--- src/rtl/serial_subtractor.sv ---
// serial_subtractor: digit-serial a - b - bin over WIDTH bits, DIGIT bits per clock, LSB first.
// Latency: start accepted at edge E0 -> done pulses in the cycle after edge E0+NDIG; one result per NDIG+2 cycles.
// Backpressure: none; start is ignored while busy (RUN or DONE), there is no queueing.
//
// Ports:
//   clk, rst_n         rising-edge clock, asynchronous active-low reset
//   start, a, b, bin   request and operands, sampled on the accepting edge (busy=0)
//   busy, done         busy in RUN/DONE; done is a one-cycle result-valid pulse
//   diff, bout, ovf    result, unsigned borrow-out, signed overflow (held until next done)
//
// Optional build macro SUB_SAT_EN: unsigned floor saturation (diff forced to 0 on borrow).
module serial_subtractor #(
    parameter int WIDTH = 8,
    parameter int DIGIT = 1
) (
    input  logic             clk,
    input  logic             rst_n,
    input  logic             start,
    input  logic [WIDTH-1:0] a,
    input  logic [WIDTH-1:0] b,
    input  logic             bin,
    output logic             busy,
    output logic             done,
    output logic [WIDTH-1:0] diff,
    output logic             bout,
    output logic             ovf
);

    localparam int NDIG = WIDTH / DIGIT;
    localparam int CW   = (NDIG > 1) ? $clog2(NDIG) : 1;
    // Only the bits that survive to the final result are kept in the result register.
    localparam int RW   = (NDIG > 1) ? (WIDTH - DIGIT) : 1;

    typedef enum logic [1:0] {IDLE, RUN, DONE} state_t;

    state_t           state_q;
    logic             busy_q;
    logic             done_q;
    logic [WIDTH-1:0] diff_q;
    logic             bout_q;
    logic             ovf_q;
    logic [WIDTH-1:0] a_q;
    logic [WIDTH-1:0] b_q;
    logic [RW-1:0]    res_q;
    logic             borrow_q;
    logic [CW-1:0]    cnt_q;
    logic             a_msb_q;
    logic             b_msb_q;

    logic [DIGIT:0]   dig_d;
    logic [WIDTH-1:0] res_d;
    logic [WIDTH-1:0] diff_d;
    logic             ovf_d;
    logic             last_d;

    // One digit of subtraction; the extra top bit is the digit's borrow-out.
    assign dig_d = {1'b0, a_q[DIGIT-1:0]} - {1'b0, b_q[DIGIT-1:0]} - {{DIGIT{1'b0}}, borrow_q};

    // Full result as it would stand after this edge: new digit enters at the MSB end.
    generate
        if (NDIG == 1) begin : g_single
            assign res_d = dig_d[DIGIT-1:0];
        end else begin : g_multi
            assign res_d = {dig_d[DIGIT-1:0], res_q};
        end
    endgenerate

    assign last_d = (cnt_q == CW'(NDIG - 1));

    // Signed overflow only possible when operand signs differ; judged on the unsaturated result.
    assign ovf_d = (a_msb_q != b_msb_q) && (res_d[WIDTH-1] != a_msb_q);

`ifdef SUB_SAT_EN
    assign diff_d = dig_d[DIGIT] ? '0 : res_d;
`else
    assign diff_d = res_d;
`endif

    always_ff @(posedge clk or negedge rst_n) begin
        if (!rst_n) begin
            state_q  <= IDLE;
            busy_q   <= 1'b0;
            done_q   <= 1'b0;
            diff_q   <= '0;
            bout_q   <= 1'b0;
            ovf_q    <= 1'b0;
            a_q      <= '0;
            b_q      <= '0;
            res_q    <= '0;
            borrow_q <= 1'b0;
            cnt_q    <= '0;
            a_msb_q  <= 1'b0;
            b_msb_q  <= 1'b0;
        end else begin
            case (state_q)
                IDLE: begin
                    done_q <= 1'b0;
                    if (start) begin
                        a_q      <= a;
                        b_q      <= b;
                        borrow_q <= bin;
                        a_msb_q  <= a[WIDTH-1];
                        b_msb_q  <= b[WIDTH-1];
                        cnt_q    <= '0;
                        busy_q   <= 1'b1;
                        state_q  <= RUN;
                    end
                end
                RUN: begin
                    a_q      <= a_q >> DIGIT;
                    b_q      <= b_q >> DIGIT;
                    res_q    <= res_d[WIDTH-1:WIDTH-RW];
                    borrow_q <= dig_d[DIGIT];
                    cnt_q    <= cnt_q + CW'(1);
                    if (last_d) begin
                        diff_q  <= diff_d;
                        bout_q  <= dig_d[DIGIT];
                        ovf_q   <= ovf_d;
                        done_q  <= 1'b1;
                        state_q <= DONE;
                    end
                end
                DONE: begin
                    done_q  <= 1'b0;
                    busy_q  <= 1'b0;
                    state_q <= IDLE;
                end
                default: begin
                    done_q  <= 1'b0;
                    busy_q  <= 1'b0;
                    state_q <= IDLE;
                end
            endcase
        end
    end

    assign busy = busy_q;
    assign done = done_q;
    assign diff = diff_q;
    assign bout = bout_q;
    assign ovf  = ovf_q;

endmodule

--- config.mk ---
export PLATFORM = sky130hd
export DESIGN_NAME = serial_subtractor
export DESIGN_NICKNAME = d
export VERILOG_FILES = /design/src/rtl/serial_subtractor.sv
export SDC_FILE = /design/constraint.sdc
export NUM_CORES = 1
export LEC_CHECK = 0
export ABC_AREA = 1
export CAP_MARGIN = 30
export CORE_UTILIZATION = 53
export DETAILED_ROUTE_END_ITERATION = 6
export PLACE_DENSITY = 0.82
export SKIP_CTS_REPAIR_TIMING = 1
export SYNTH_ARGS = -nofsm -noshare
export SYNTH_HDL_FRONTEND = slang
export SYNTH_SLANG_ARGS = --single-unit
--- constraint.sdc ---
create_clock -name clk -period 1.5 [get_ports clk]
set_input_delay 0.3 -clock clk [delete_from_list [all_inputs] [get_ports clk]]
set_output_delay 0.3 -clock clk [all_outputs]
set_load 0.01 [all_outputs]
# --- Word level (Yosys, flattened, before mapping) ---
# Cells that the tools add are included.
classes:
  bitwise_logic: 1
  eq_ne: 6
  reduce_logical: 8
  muxes: 15
  add_sub_neg: 3
ops:
  columns: ["cell", "count"]
  rows:
  - ["8-bit case mux with 2 select lines", 2]
  - ["8-bit 2-to-1 mux", 2]
  - ["2-bit AND reduction", 5]
  - ["3-bit case mux with 2 select lines", 1]
  - ["1-bit 2-to-1 mux", 4]
  - ["2-bit 2-to-1 mux", 2]
  - ["2-bit inequality test (second input constant)", 2]
  - ["1-bit case mux with 2 select lines", 2]
  - ["2-bit case mux with 2 select lines", 1]
  - ["3-bit by 1-bit adder with 3-bit output (second input constant)", 1]
  - ["3-bit equality test (second input constant)", 1]
  - ["3-bit 2-to-1 mux", 1]
  - ["2-bit by 1-bit equality test with 1-bit output (second input constant)", 1]
  - ["2-bit zero test", 1]
  - ["1-bit inequality test", 2]
  - ["2-bit nonzero test", 1]
  - ["1-bit by 1-bit subtractor with 2-bit output", 1]
  - ["2-bit by 1-bit subtractor with 2-bit output", 1]
  - ["1-bit logical AND", 1]
  - ["1-bit NOT", 1]
totals:
  wordCells: 46
  input_bits: 20
  register_bits: 43
  out_inout_bits: 12

# --- Depth between registers and ports, before layout ---
# Gate-level depths: netlist of the first run.
depth:
  ltp_word: 4
  mapped_depth: 7
  mapped_depth_nobuf: 7

# --- Worst setup path after synthesis of the first run ---
# No wires, ideal clock.
synth_path:
  kind: "flip-flop to flip-flop"
  startpoint: "register a_q[0]"
  endpoint: "register ovf_q (netlist: ovf)"
  path_buffers: 0
  path_stages_with_launch: 8
  period_less_slack_ns: 1.308
  setup_time_ns: 0.116
  t_required_ns: 1.384
  slack_ns: 0.192
  t_arrival_ns: 1.192
  path_cell_list: "dfrtp_1 -> inv_1 -> fa_1 -> inv_1 -> nand3_1 -> nand2_1 -> nand2_1 -> nand2_1"
synth_between:
  elab_chain_cells: 4
synth_lines:
  columns: ["element", "line_no", "text"]
  rows:
  - ["start: declaration", "42", "logic [WIDTH-1:0] a_q;"]
  - ["start signal: assignment", "110", "a_q <= a_q >> DIGIT;"]
  - ["1-bit by 1-bit subtractor with 2-bit output", "57", "assign dig_d = {1'b0, a_q[DIGIT-1:0]} - {1'b0, b_q[DIGIT-1:0]} - {{DIGIT{1'b0}}, borrow_q};"]
  - ["2-bit by 1-bit subtractor with 2-bit output", "57", null]
  - ["1-bit inequality test", "71", "assign ovf_d = (a_msb_q != b_msb_q) && (res_d[WIDTH-1] != a_msb_q);"]
  - ["1-bit logical AND", "71", null]
  - ["end signal: assignment", "118", "ovf_q <= ovf_d;"]
  - ["end: declaration", "41", "logic ovf_q;"]
# Every way passes these cells.
# A chain may end at the register's enable or synchronous reset.

# --- Worst setup path after layout of the first run ---
layout_path:
  startpoint: "register borrow_q"
  endpoint: "register ovf_q (netlist: ovf)"
layout_between:
  elab_chain_cells: 3
layout_lines:
  columns: ["element", "line_no", "text"]
  rows:
  - ["start: declaration", "45", "logic borrow_q;"]
  - ["start signal: assignment", "101", "borrow_q <= bin;"]
  - ["start signal: assignment", "113", "borrow_q <= dig_d[DIGIT];"]
  - ["2-bit by 1-bit subtractor with 2-bit output", "57", null]
  - ["1-bit inequality test", "71", null]
  - ["1-bit logical AND", "71", null]
# Every way passes these cells.

==> run summary, run 1 <==
The flow ran to the end, and the final reports show no timing, DRC or antenna violations. The first global-routing pass estimated 6760 um of wire. For the worst setup path, the data required time is 1.69 ns.

The routed wire length on met3 is 160 um. The number of placed instances, taps included, is 316. Across all register-to-register paths, the minimum setup slack is 0.11 ns.

The repair_antennas step left the layout with diodes totalling 0. The synthesized design spends more area on one cell type than any other, namely dfrtp_1. Counting flops with a built-in enable in the synthesized netlist gives 0. In this run the biggest area consumer among cell types represents 51.0% of the synthesized area. The clock-pin slew reported for the worst setup and hold paths after clock tree synthesis is 0.08 ns.

The analysis attributes to cell leakage a power of 0.00148 uW. Yosys attributes the largest share of cell area to dfrtp_1 (51%), nand3_1 (11%), nand2_1 (11%). In this run, distinct cell masters in the synthesized netlist total 21. The largest vdd supply drop is 0.000894 V.

The synthesized area divided by synthesized cell count is 8.75 um2. The maximum clock skew at final layout is 0.00353 ns. The count of pins on the block boundary came out at 32. The total power divided by cell area is 1970 nW/um2. The number of warnings reported in the yosys synthesis log is 0. The chip height is 65.1 um.

Clock tree synthesis selected as its root buffer the cell clkbuf_8. The initial standard-cell utilization of the core is 56.4%. The arrival time at the worst endpoint came out at 1.58 ns. Global routing used 21.0% of the available tracks. The detailed router placed 1612 vias in this run. The filler cell count is 318. The final number of setup-violating endpoints came out at 0. After legalization and detailed placement, the total HPWL measured 2570 um. The total length of routed wires came out at 3860 um. The average routed wire per standard cell came out at 11.9 um. The wire length on met1 is 1840 um.

The first detailed-routing pass ran for 4 iterations. The sequential cells in the finished layout cover a total of 1080 um2. The clock network latency to the later pin of the worst-skew pair came out at 0.29 ns. The detail route stage leaves a number of antenna-violating nets equal to 0.

The cell area after technology mapping is 2110 um2. The biggest cell delay along the critical path came out at 0.60 ns. TritonCTS built the clock tree. The initial antenna violation count came out at 0. The detailed router used layers up to and including met4. The pin count of the biggest net entering global routing is 44.

The via count of the first global-routing pass came to 1554. The minimum clock period came out at 1.39 ns. By instance count, the cell type seen most on the critical path is nand2_1. After synthesis, the most frequently instantiated cells are nand2_1 (60), nand3_1 (48), dfrtp_1 (43). The final count of hold timing violations is 0. The met2 wire length is 1810 um.

The async set or reset register ratio after synthesis came out at 100%. The critical path is of the flip-flop to flip-flop type. The count of input and output buffers came out at 31. The flip-flop cell with the highest count after synthesis is dfrtp_1.

The signal on the critical path passes through fa_1 -> inv_1 -> nand3_1 -> nand2_1 -> nand2_1 -> nand2_1. From left edge to right edge, the die measures 65.1 um. The synthesized net count came out at 264.

The area enclosed by the die boundary came out at 4240 um2. After the flow finishes, the layout carries non-filler instances totaling 325. The tightest min-delay check is of the flip-flop to flip-flop type. The register area share after synthesis is 51.0%. At the end of the flow the core is filled with cells to 68.6%.

Setup repair after global routing could not meet its margin everywhere. The most common cell in the synthesized netlist is nand2_1. The critical path launch point type is a flip-flop. The synthesis-to-layout area growth is 21.7%. The number of nets in the final layout came out at 299.

The final weighted congestion in routability-driven placement is 0.821. The share of the clock period used by the worst path came out at 92.5%. The first routing iteration left 116 violations. The total area inside the core boundary comes to 3740 um2. The clock drives 43 sinks. The relative slew slack is 73.1%. The number of pins with negative max-slew slack in the final report is 0. In this run, synthesis produced a sequential element count of 43.

The DRC violations left came out at 0. The clock tree synthesis step divided the H-tree into 2 levels. The area occupied by multi-input gates came out at 759 um2. The via density per instance came out at 4.96. Of the cells placed in the final design, the portion with a size suffix greater than 1 is 11.6%. The tool flagged a number of max-cap violations equal to 0. The worst setup path is captured at a flip-flop. The kind of cell with the highest combined delay along the critical path is adder cells. The slowest stage of the critical path belongs to the cell fa_1. The largest fanout on the critical path is 3. The TritonCTS buffer count came out at 5. The slew at the pin with the worst max-slew slack is 0.404 ns.

The site row count is 22. Global routing finished with a remaining overflow of 0. For this run, the top clock speed supported by timing is 0.721 GHz.

The largest buffer count on any clock path is 2. The post-synthesis cell count is 241. Together, buffers and inverters on the worst path number 1.
## logic make-up after synthesis
logic type	Yosys count	synth area share (%)
DFF	43	51.0
adders and majority gates	3	2.14
and+or+nand+nor	119	27.3
AOI/OAI and AO/OA	21	6.58
buffers and inverters	55	13.0
## path summary, 6_finish.rpt
kind,cells past startpoint,startpoint,endpoint
max in group asynchronous,3,rst_n,a_q[1]$_DFFE_PN0P_
min reg2reg,2,ovf$_DFFE_PN0P_,ovf$_DFFE_PN0P_
min in group asynchronous,3,rst_n,res_q[2]$_DFFE_PN0P_
max,6,borrow_q$_DFFE_PN0P_,ovf$_DFFE_PN0P_
min,2,ovf$_DFFE_PN0P_,ovf$_DFFE_PN0P_
max reg2reg,6,borrow_q$_DFFE_PN0P_,ovf$_DFFE_PN0P_
## report_power, final
group	internal, uW	total, uW	leakage, uW	switching (uW)
combinational	1020	2320	0.000902	1300
sequential	1690	2030	0.000532	332
clock	327	703	0.0000422	376
total	3040	5050	0.00148	2010
## metrics by stage
step                setup TNS [ns]  worst slack (ns)  hold WS, ns  power, uW  instance area (um2)
finish                           0             0.113        0.470       5050                 2570
global route               -0.0110           -0.0110        0.499       5520                 2570
CTS                        -0.0428           -0.0240      -0.0275       5120                 2530
detailed placement               0            0.0254        0.292       4410                 2450
global placement                 0            0.0370        0.289       4320                 2450
floorplan                        0             0.192      0.00441       3740                 2110
## placed cells by master, fill, tap and decap left out
cell type / netlist / final
inv_4: 1 / 1
clkdlybuf4s50_1: 0 / 18
nand2_4: 2 / 2
dfrtp_1: 43 / 43
o21ai_0: 12 / 12
nor2_4: 2 / 2
clkbuf_8: 0 / 5
clkinv_2: 0 / 1
clkbuf_1: 0 / 2
nand2_8: 2 / 2
nand3_2: 1 / 1
dlygate4sd3_1: 0 / 1
nor2_1: 4 / 4
a21oi_2: 1 / 1
buf_2: 3 / 1
fa_1: 1 / 1
inv_1: 42 / 42
o21ai_2: 8 / 8
buf_12: 1 / 2
dlymetal6s2s_1: 0 / 12
buf_4: 3 / 5
nand3_1: 48 / 48
ha_1: 2 / 2
inv_2: 1 / 1
nand2_1: 60 / 60
## area by class of cell
class	instances	area share, %
Inverter	44	6.53
Multi-Input combinational cell	143	29.6
Timing Repair Buffer	39	16.5
Clock inverter	1	0.195
Sequential cell	43	41.9
Clock buffer	7	2.97
Tap cell	48	2.34
## registers in the layout, indices dropped and copies added, names as in the netlist, 2 cells and up
name	flops
a_q	8
b_q	8
cnt_q	3
diff	8
res_q	7
state_q	2
## tightest hold or removal path, stage by stage, from the launching register on
cell     delay (ns)
dfrtp_1        0.34
nand2_1        0.06
nand2_1        0.05
## metal layers
metal  up-vias  track usage [%]
met2        34             35.5
met1       756             26.7
met5         -                0
met4         0             6.52
li1        817                -
met3         5             5.03
Power figures use the tool's default switching activity.
==> run 2, diff against run 1 <==
TNS_END_PERCENT = 30   (was not set)
clock period = 1.4 ns   (was 1.5 ns; I/O delays follow)
==> run 2 against run 1 <==
- clock skew up 0.0010 ns
- worst setup slack worse by 0.095 ns
- design area up 0.39%
- clock power up 5.3%
==> run summary, run 2 (synthesis results as in run 1) <==
The violation count after the first detailed-route iteration is 92 (was 116). The total length of routed wires is 3690 um (was 3860 um). The total clock sinks is 43 (unchanged). The count of max-cap constraint violations came to 0 (unchanged).

The non-filler instance count after layout came out at 326 (was 325). The total power divided by cell area was 2080 nW/um2 (was 1970 nW/um2). Commonest cells after routing, fill and taps aside: nand2_1 (60), nand3_1 (48), dfrtp_1 (43) (unchanged). The final count of hold timing violations was 0 (unchanged). The relative slew slack came out at 80.6% (was 73.1%). The share of post-route cells with drive strength above 1 is 12.2% (was 11.6%). The final number of setup-violating endpoints was 0 (unchanged). The count of pins on the block boundary is 32 (unchanged).

The clock network latency to the later pin of the worst-skew pair came to 0.29 ns (about the same). The initial standard-cell utilization of the core was 56.4% (unchanged). The synthesis-to-layout area growth came out at 22.2% (was 21.7%). The largest fanout on the critical path came out at 3 (unchanged).

The site row count is 22 (unchanged). The critical path launch point type was a flip-flop (unchanged). The TritonCTS buffer count is 5 (unchanged). The type of the worst setup path is flip-flop to flip-flop (unchanged). The number of search-and-repair iterations in the first detailed-routing pass is 4 (unchanged). The antenna diode count is 0 (unchanged).

The maximum frequency from static timing analysis is 0.724 GHz (was 0.721 GHz). The required time at the worst-slack endpoint is 1.59 ns (was 1.69 ns). The number of pins with negative max-slew slack in the final report is 0 (unchanged). The number of cells in the design after placement came out at 317 (was 316). The leakage power of the design is 0.00148 uW (about the same). The critical path capture point type is a flip-flop (unchanged). The H-tree level count is 2 (unchanged). The end of the worst register-to-register path is ovf$_DFFE_PN0P_ (unchanged). The clock root buffer was clkbuf_8 (unchanged). The TritonCTS clock tree is built (unchanged). The slew at the pin with the worst max-slew slack came to 0.291 ns (was 0.404 ns). The placeable core area is 3740 um2 (unchanged). The DRC violations left is 0 (unchanged). The worst hold slack across all endpoints came out at 0.478 ns (was 0.470 ns). Unrepaired setup endpoints after global routing: true (unchanged).

The initial antenna violation count is 0 (unchanged). The largest vdd supply drop was 0.00131 V (was 0.000894 V). The timing endpoint of the critical path is ovf$_DFFE_PN0P_ (unchanged). The first-pass GRT wire length is 6580 um (was 6760 um). The maximum clock skew at final layout is 0.00454 ns (was 0.00353 ns). The average routed wire per standard cell is 11.3 um (was 11.9 um). The share of the clock period used by the worst path came out at 98.7% (was 92.5%). The most common cell after layout, fill and taps aside is nand2_1 (unchanged).

The number of nets in the final layout is 300 (was 299). The worst-case reg-to-reg path depth is 6 (unchanged). The beginning of the worst register-to-register path is borrow_q$_DFFE_PN0P_ (unchanged). The arrival time at the worst endpoint is 1.57 ns (was 1.58 ns). The class of the tightest hold or removal check is input pin to async pin (was flip-flop to flip-flop). The HPWL after detailed placement came out at 2520 um (was 2570 um).

Status: completed (unchanged). The minimum clock period is 1.38 ns (was 1.39 ns). The total routing resource utilization after global routing was 20.6% (was 21.0%). The count of input and output buffers is 31 (unchanged). The total via count in the routed design was 1594 (was 1612). The via count of the first global-routing pass is 1495 (was 1554). The number of nets with antenna violations after routing was 0 (unchanged). The via density per instance came to 4.89 (was 4.96). The largest buffer count on any clock path was 2 (unchanged). The area enclosed by the die boundary came to 4240 um2 (unchanged). The first element of the critical path was borrow_q$_DFFE_PN0P_ (unchanged). The setup slack on the worst flop-to-flop path came out at 0.02 ns (was 0.11 ns). The final weighted congestion in routability-driven placement came to 0.813 (was 0.821). The chip height came out at 65.1 um (unchanged). The pin count of the biggest net entering global routing came to 44 (unchanged). The die width came out at 65.1 um (unchanged). The total global routing overflow is 0 (unchanged).

The final worst setup slack is 0.0183 ns (was 0.113 ns). The clock-pin slew reported for the worst setup and hold paths after clock tree synthesis came out at 0.08 ns (about the same). The worst setup timing slack at the placement stage came out at -0.0307 ns (was 0.0254 ns).
[run 2: cell types whose count changed in the layout (fill, tap and decap cells not counted)]
cell   delta
ha_2      +1
buf_4     +1
ha_1      -1
[run 2: per-stage QoR]
stage	cell area, um2	total power (uW)	utilization [%]	setup TNS [ns]
after floorplan	2110	4010	-	0
after global placement	2450	4630	65.5	0
after detailed placement	2450	4730	65.5	-0.0946
after CTS	2530	5470	67.7	-0.770
after global routing	2580	5860	68.9	-0.0761
final	2580	5370	68.9	0
[run 2: area by class of cell]
cell class / count / area [um2]
repair buffers: 40 / 430
flip-flops and latches: 43 / 1080
fillers: 312 / 1170
multi-input cells: 143 / 762
clock buffers: 7 / 76.3
well taps: 48 / 60.1
inverters: 44 / 168
clock inverters: 1 / 5.00
[run 2: worst min path at each step]
stage	start	end	slack, ns	depth (start not counted)
6_report	rst_n	res_q[2]$_DFFE_PN0P_	0.48	3
5_1_grt	diff[6]$_DFFE_PN0P_	diff[6]$_DFFE_PN0P_	0.49	2
3_3_place_gp	rst_n	res_q[2]$_DFFE_PN0P_	0.27	2
4_1_cts	rst_n	cnt_q[2]$_DFFE_PN0P_	-0.04	2
2_1_floorplan	rst_n	a_msb_q$_DFFE_PN0P_	-0.02	0
3_5_place_dp	rst_n	res_q[2]$_DFFE_PN0P_	0.27	2
[run 2: critical path: stages (launching register included)]
cell	delay [ns]
dfrtp_1	0.41
fa_1	0.60
inv_1	0.05
nand3_1	0.06
nand2_1	0.06
nand2_1	0.05
nand2_1	0.04
[run 2: power by group]
| part | switching (uW) | internal (uW) | leakage, uW |
|---|---|---|---|
| Combinational | 1390 | 1090 | 0.000905 |
| Sequential | 329 | 1820 | 0.000532 |
| Clock | 390 | 350 | 0.0000422 |
| Total | 2110 | 3260 | 0.00148 |
[run 2: per-layer routing]
layer / vias up / wire length, um / global-route usage, % / part of all wire, %
li1: 818 / - / - / -
met1: 720 / 1700 / 27.0 / 46
met2: 48 / 1710 / 33.2 / 46
met3: 8 / 206 / 4.17 / 5.6
met4: 0 / 63 / 8.97 / 1.7
met5: - / 0 / 0 / 0
==> run 3, diff against run 2 <==
SKIP_CTS_REPAIR_TIMING = not set   (was 1)
==> run 3 against run 2 <==
- die area stayed put
- final cell count up 0.31%
- sequential power about the same
- via count rose by 1.6%
- critical path type unchanged
- critical endpoint unchanged
==> run summary, run 3 (synthesis results as in run 1) <==
Status: completed (unchanged). The relative contribution of combinational cells to total power came out at 45.9% (was 46.3%). The worst hold slack across all endpoints came out at 0.477 ns (was 0.478 ns). The share of the clock period used by the worst path was 98.8% (was 98.7%).

The type of the worst setup path is flip-flop to flip-flop (unchanged). The count of input and output buffers was 31 (unchanged). The TritonCTS clock tree is built (unchanged). The finished layout cell area came out at 2540 um2 (was 2580 um2). The largest vdd supply drop is 0.00131 V (about the same).

The end of the worst register-to-register path is ovf$_DFFE_PN0P_ (unchanged). The pin count of the biggest net entering global routing was 44 (unchanged). The class of the tightest hold or removal check is input pin to async pin (unchanged).

The H-tree level count came out at 2 (unchanged). The worst-case reg-to-reg path depth is 6 (unchanged). The final weighted congestion in routability-driven placement came out at 0.813 (unchanged). The cell with the largest stage delay on the worst path is fa_1 (unchanged). The design internal power came to 3200 uW (was 3260 uW). The slew at the pin with the worst max-slew slack is 0.298 ns (was 0.291 ns).

The largest buffer count on any clock path is 2 (unchanged). The critical path launch point type is a flip-flop (unchanged). The HPWL after detailed placement came to 2520 um (unchanged). The total chip power is 5350 uW (was 5370 uW). The total routing resource utilization after global routing came out at 20.6% (about the same). The beginning of the worst register-to-register path is borrow_q$_DFFE_PN0P_ (unchanged). The first element of the critical path is borrow_q$_DFFE_PN0P_ (unchanged). The average routed wire per standard cell came to 11.5 um (was 11.3 um). The maximum frequency from static timing analysis came to 0.723 GHz (was 0.724 GHz).

The total power divided by cell area came out at 2100 nW/um2 (was 2080 nW/um2). The cell repeated most along the worst path is nand2_1 (unchanged). The switching power is 2140 uW (was 2110 uW). The number of nets in the final layout is 301 (was 300).

The required time at the worst-slack endpoint is 1.59 ns (about the same). The clock root buffer is clkbuf_8 (unchanged). The clock-pin slew reported for the worst setup and hold paths after clock tree synthesis was 0.08 ns (about the same). The number of pins with negative max-slew slack in the final report is 0 (unchanged). The site row count is 22 (unchanged). The most common cell after layout, fill and taps aside is nand2_1 (unchanged). The minimum clock period came out at 1.38 ns (about the same). The violation count after the first detailed-route iteration was 113 (was 92). Chain of cells forming the critical path: fa_1 -> inv_1 -> nand3_1 -> nand2_1 -> nand2_1 -> nand2_1 (unchanged). The clock network latency to the later pin of the worst-skew pair is 0.29 ns (about the same). The arrival time at the worst endpoint is 1.57 ns (about the same). The relative slew slack came to 80.1% (was 80.6%). The largest fanout on the critical path is 3 (unchanged). The total via count in the routed design is 1619 (was 1594).

The maximum clock skew at final layout came to 0.00639 ns (was 0.00454 ns). The total length of routed wires came out at 3770 um (was 3690 um). The switching part of the total is 40.1% (was 39.3%). The chip height is 65.1 um (unchanged). Commonest cells after routing, fill and taps aside: nand2_1 (60), nand3_1 (48), dfrtp_1 (43) (unchanged). The final count of hold timing violations is 0 (unchanged). The via density per instance was 4.95 (was 4.89). The DRC violations left came out at 0 (unchanged).

The part of the power in registers was 40.2% (was 39.9%). The critical path capture point type is a flip-flop (unchanged). The initial antenna violation count is 0 (unchanged). The number of nets with antenna violations after routing came out at 0 (unchanged). The end-of-flow core utilization is 67.9% (was 68.9%). The total clock sinks came out at 43 (unchanged).

The area enclosed by the die boundary came to 4240 um2 (unchanged). The share of post-route cells with drive strength above 1 is 12.5% (was 12.2%). The placed standard-cell area is 2450 um2 (unchanged).

The count of max-cap constraint violations is 0 (unchanged). The final total negative setup slack came out at 0 ns (unchanged). The number of search-and-repair iterations in the first detailed-routing pass is 4 (unchanged).

The die width came out at 65.1 um (unchanged). The first-pass GRT wire length is 6590 um (was 6580 um). The antenna diode count is 0 (unchanged). The setup slack on the worst flop-to-flop path is 0.02 ns (about the same).

The initial standard-cell utilization of the core came out at 56.4% (unchanged). The synthesis-to-layout area growth came out at 20.6% (was 22.2%). The power share of the clock group came out at 13.9% (was 13.8%).

The total global routing overflow came out at 0 (unchanged). The count of pins on the block boundary is 32 (unchanged). The leakage power of the design came out at 0.00136 uW (was 0.00148 uW). The via count of the first global-routing pass is 1499 (was 1495).

The final number of setup-violating endpoints is 0 (unchanged). The placeable core area came out at 3740 um2 (unchanged). The biggest cell delay along the critical path is 0.60 ns (about the same). Unrepaired setup endpoints after global routing: true (unchanged). The filler cell count is 321 (was 312). The TritonCTS buffer count is 5 (unchanged).
run 3: worst max-delay path by stage:
stage | to | slack [ns] | cells past startpoint
2_1_floorplan | ovf$_DFFE_PN0P_ | 0.09 | 7
3_3_place_gp | b_msb_q$_DFFE_PN0P_ | 0.02 | 5
3_5_place_dp | a_msb_q$_DFFE_PN0P_ | -0.03 | 5
4_1_cts | ovf$_DFFE_PN0P_ | 0.006 | 7
5_1_grt | ovf$_DFFE_PN0P_ | -0.08 | 6
6_report | ovf$_DFFE_PN0P_ | 0.02 | 6
run 3: final cells by class:
| cell class | instances | area (um2) | share of cell area (%) |
|---|---|---|---|
| timing repair buffer | 40 | 385 | 15.2 |
| inverter | 44 | 168 | 6.59 |
| sequential | 43 | 1080 | 42.3 |
| clock inverter | 1 | 5.00 | 0.197 |
| multi-input combinational | 144 | 773 | 30.4 |
| tap | 48 | 60.1 | 2.36 |
| clock buffer | 7 | 76.3 | 3.00 |
run 3: stage by stage:
stage	instances	setup slack (ns)
after global placement	317	0.0154
after floorplan	241	0.0920
after global routing	327	-0.0761
after detailed placement	317	-0.0307
final	327	0.0169
after CTS	326	0.00614
run 3: power by group through the flow:
stage / Combinational (uW) / Clock [uW] / Sequential [uW]
floorplan: 1850 / 0 / 2150
global placement: 2480 / 0 / 2150
detailed placement: 2560 / 0 / 2170
CTS: 2460 / 752 / 2150
global route: 2800 / 811 / 2210
finish: 2460 / 744 / 2150
run 3: repair_timing:
action | CTS | global route
hold endpoints to repair | 43 | 0
setup endpoints to repair | 12 | 11
pin swaps | 0 | 2
cloned | 0 | 1
buffers inserted | 0 | 0
resized for setup | 12 | 2
hold buffers | 1 | 0
run 3: routing by layer:
| layer | global-route usage [%] | share of wire, % | vias to the layer above |
|---|---|---|---|
| met5 | 0 | 0 | - |
| li1 | - | - | 824 |
| met2 | 33.3 | 46 | 42 |
| met4 | 8.97 | 1.7 | 0 |
| met3 | 4.17 | 4.8 | 8 |
| met1 | 27.0 | 48 | 745 |
run 3: critical path: cells and delay by family (launching register included):
kind                       cells  cell delay (ns)
adders and majority gates      1             0.60
buffers and inverters          1             0.06
DFF                            1             0.41
and+or+nand+nor                4             0.21
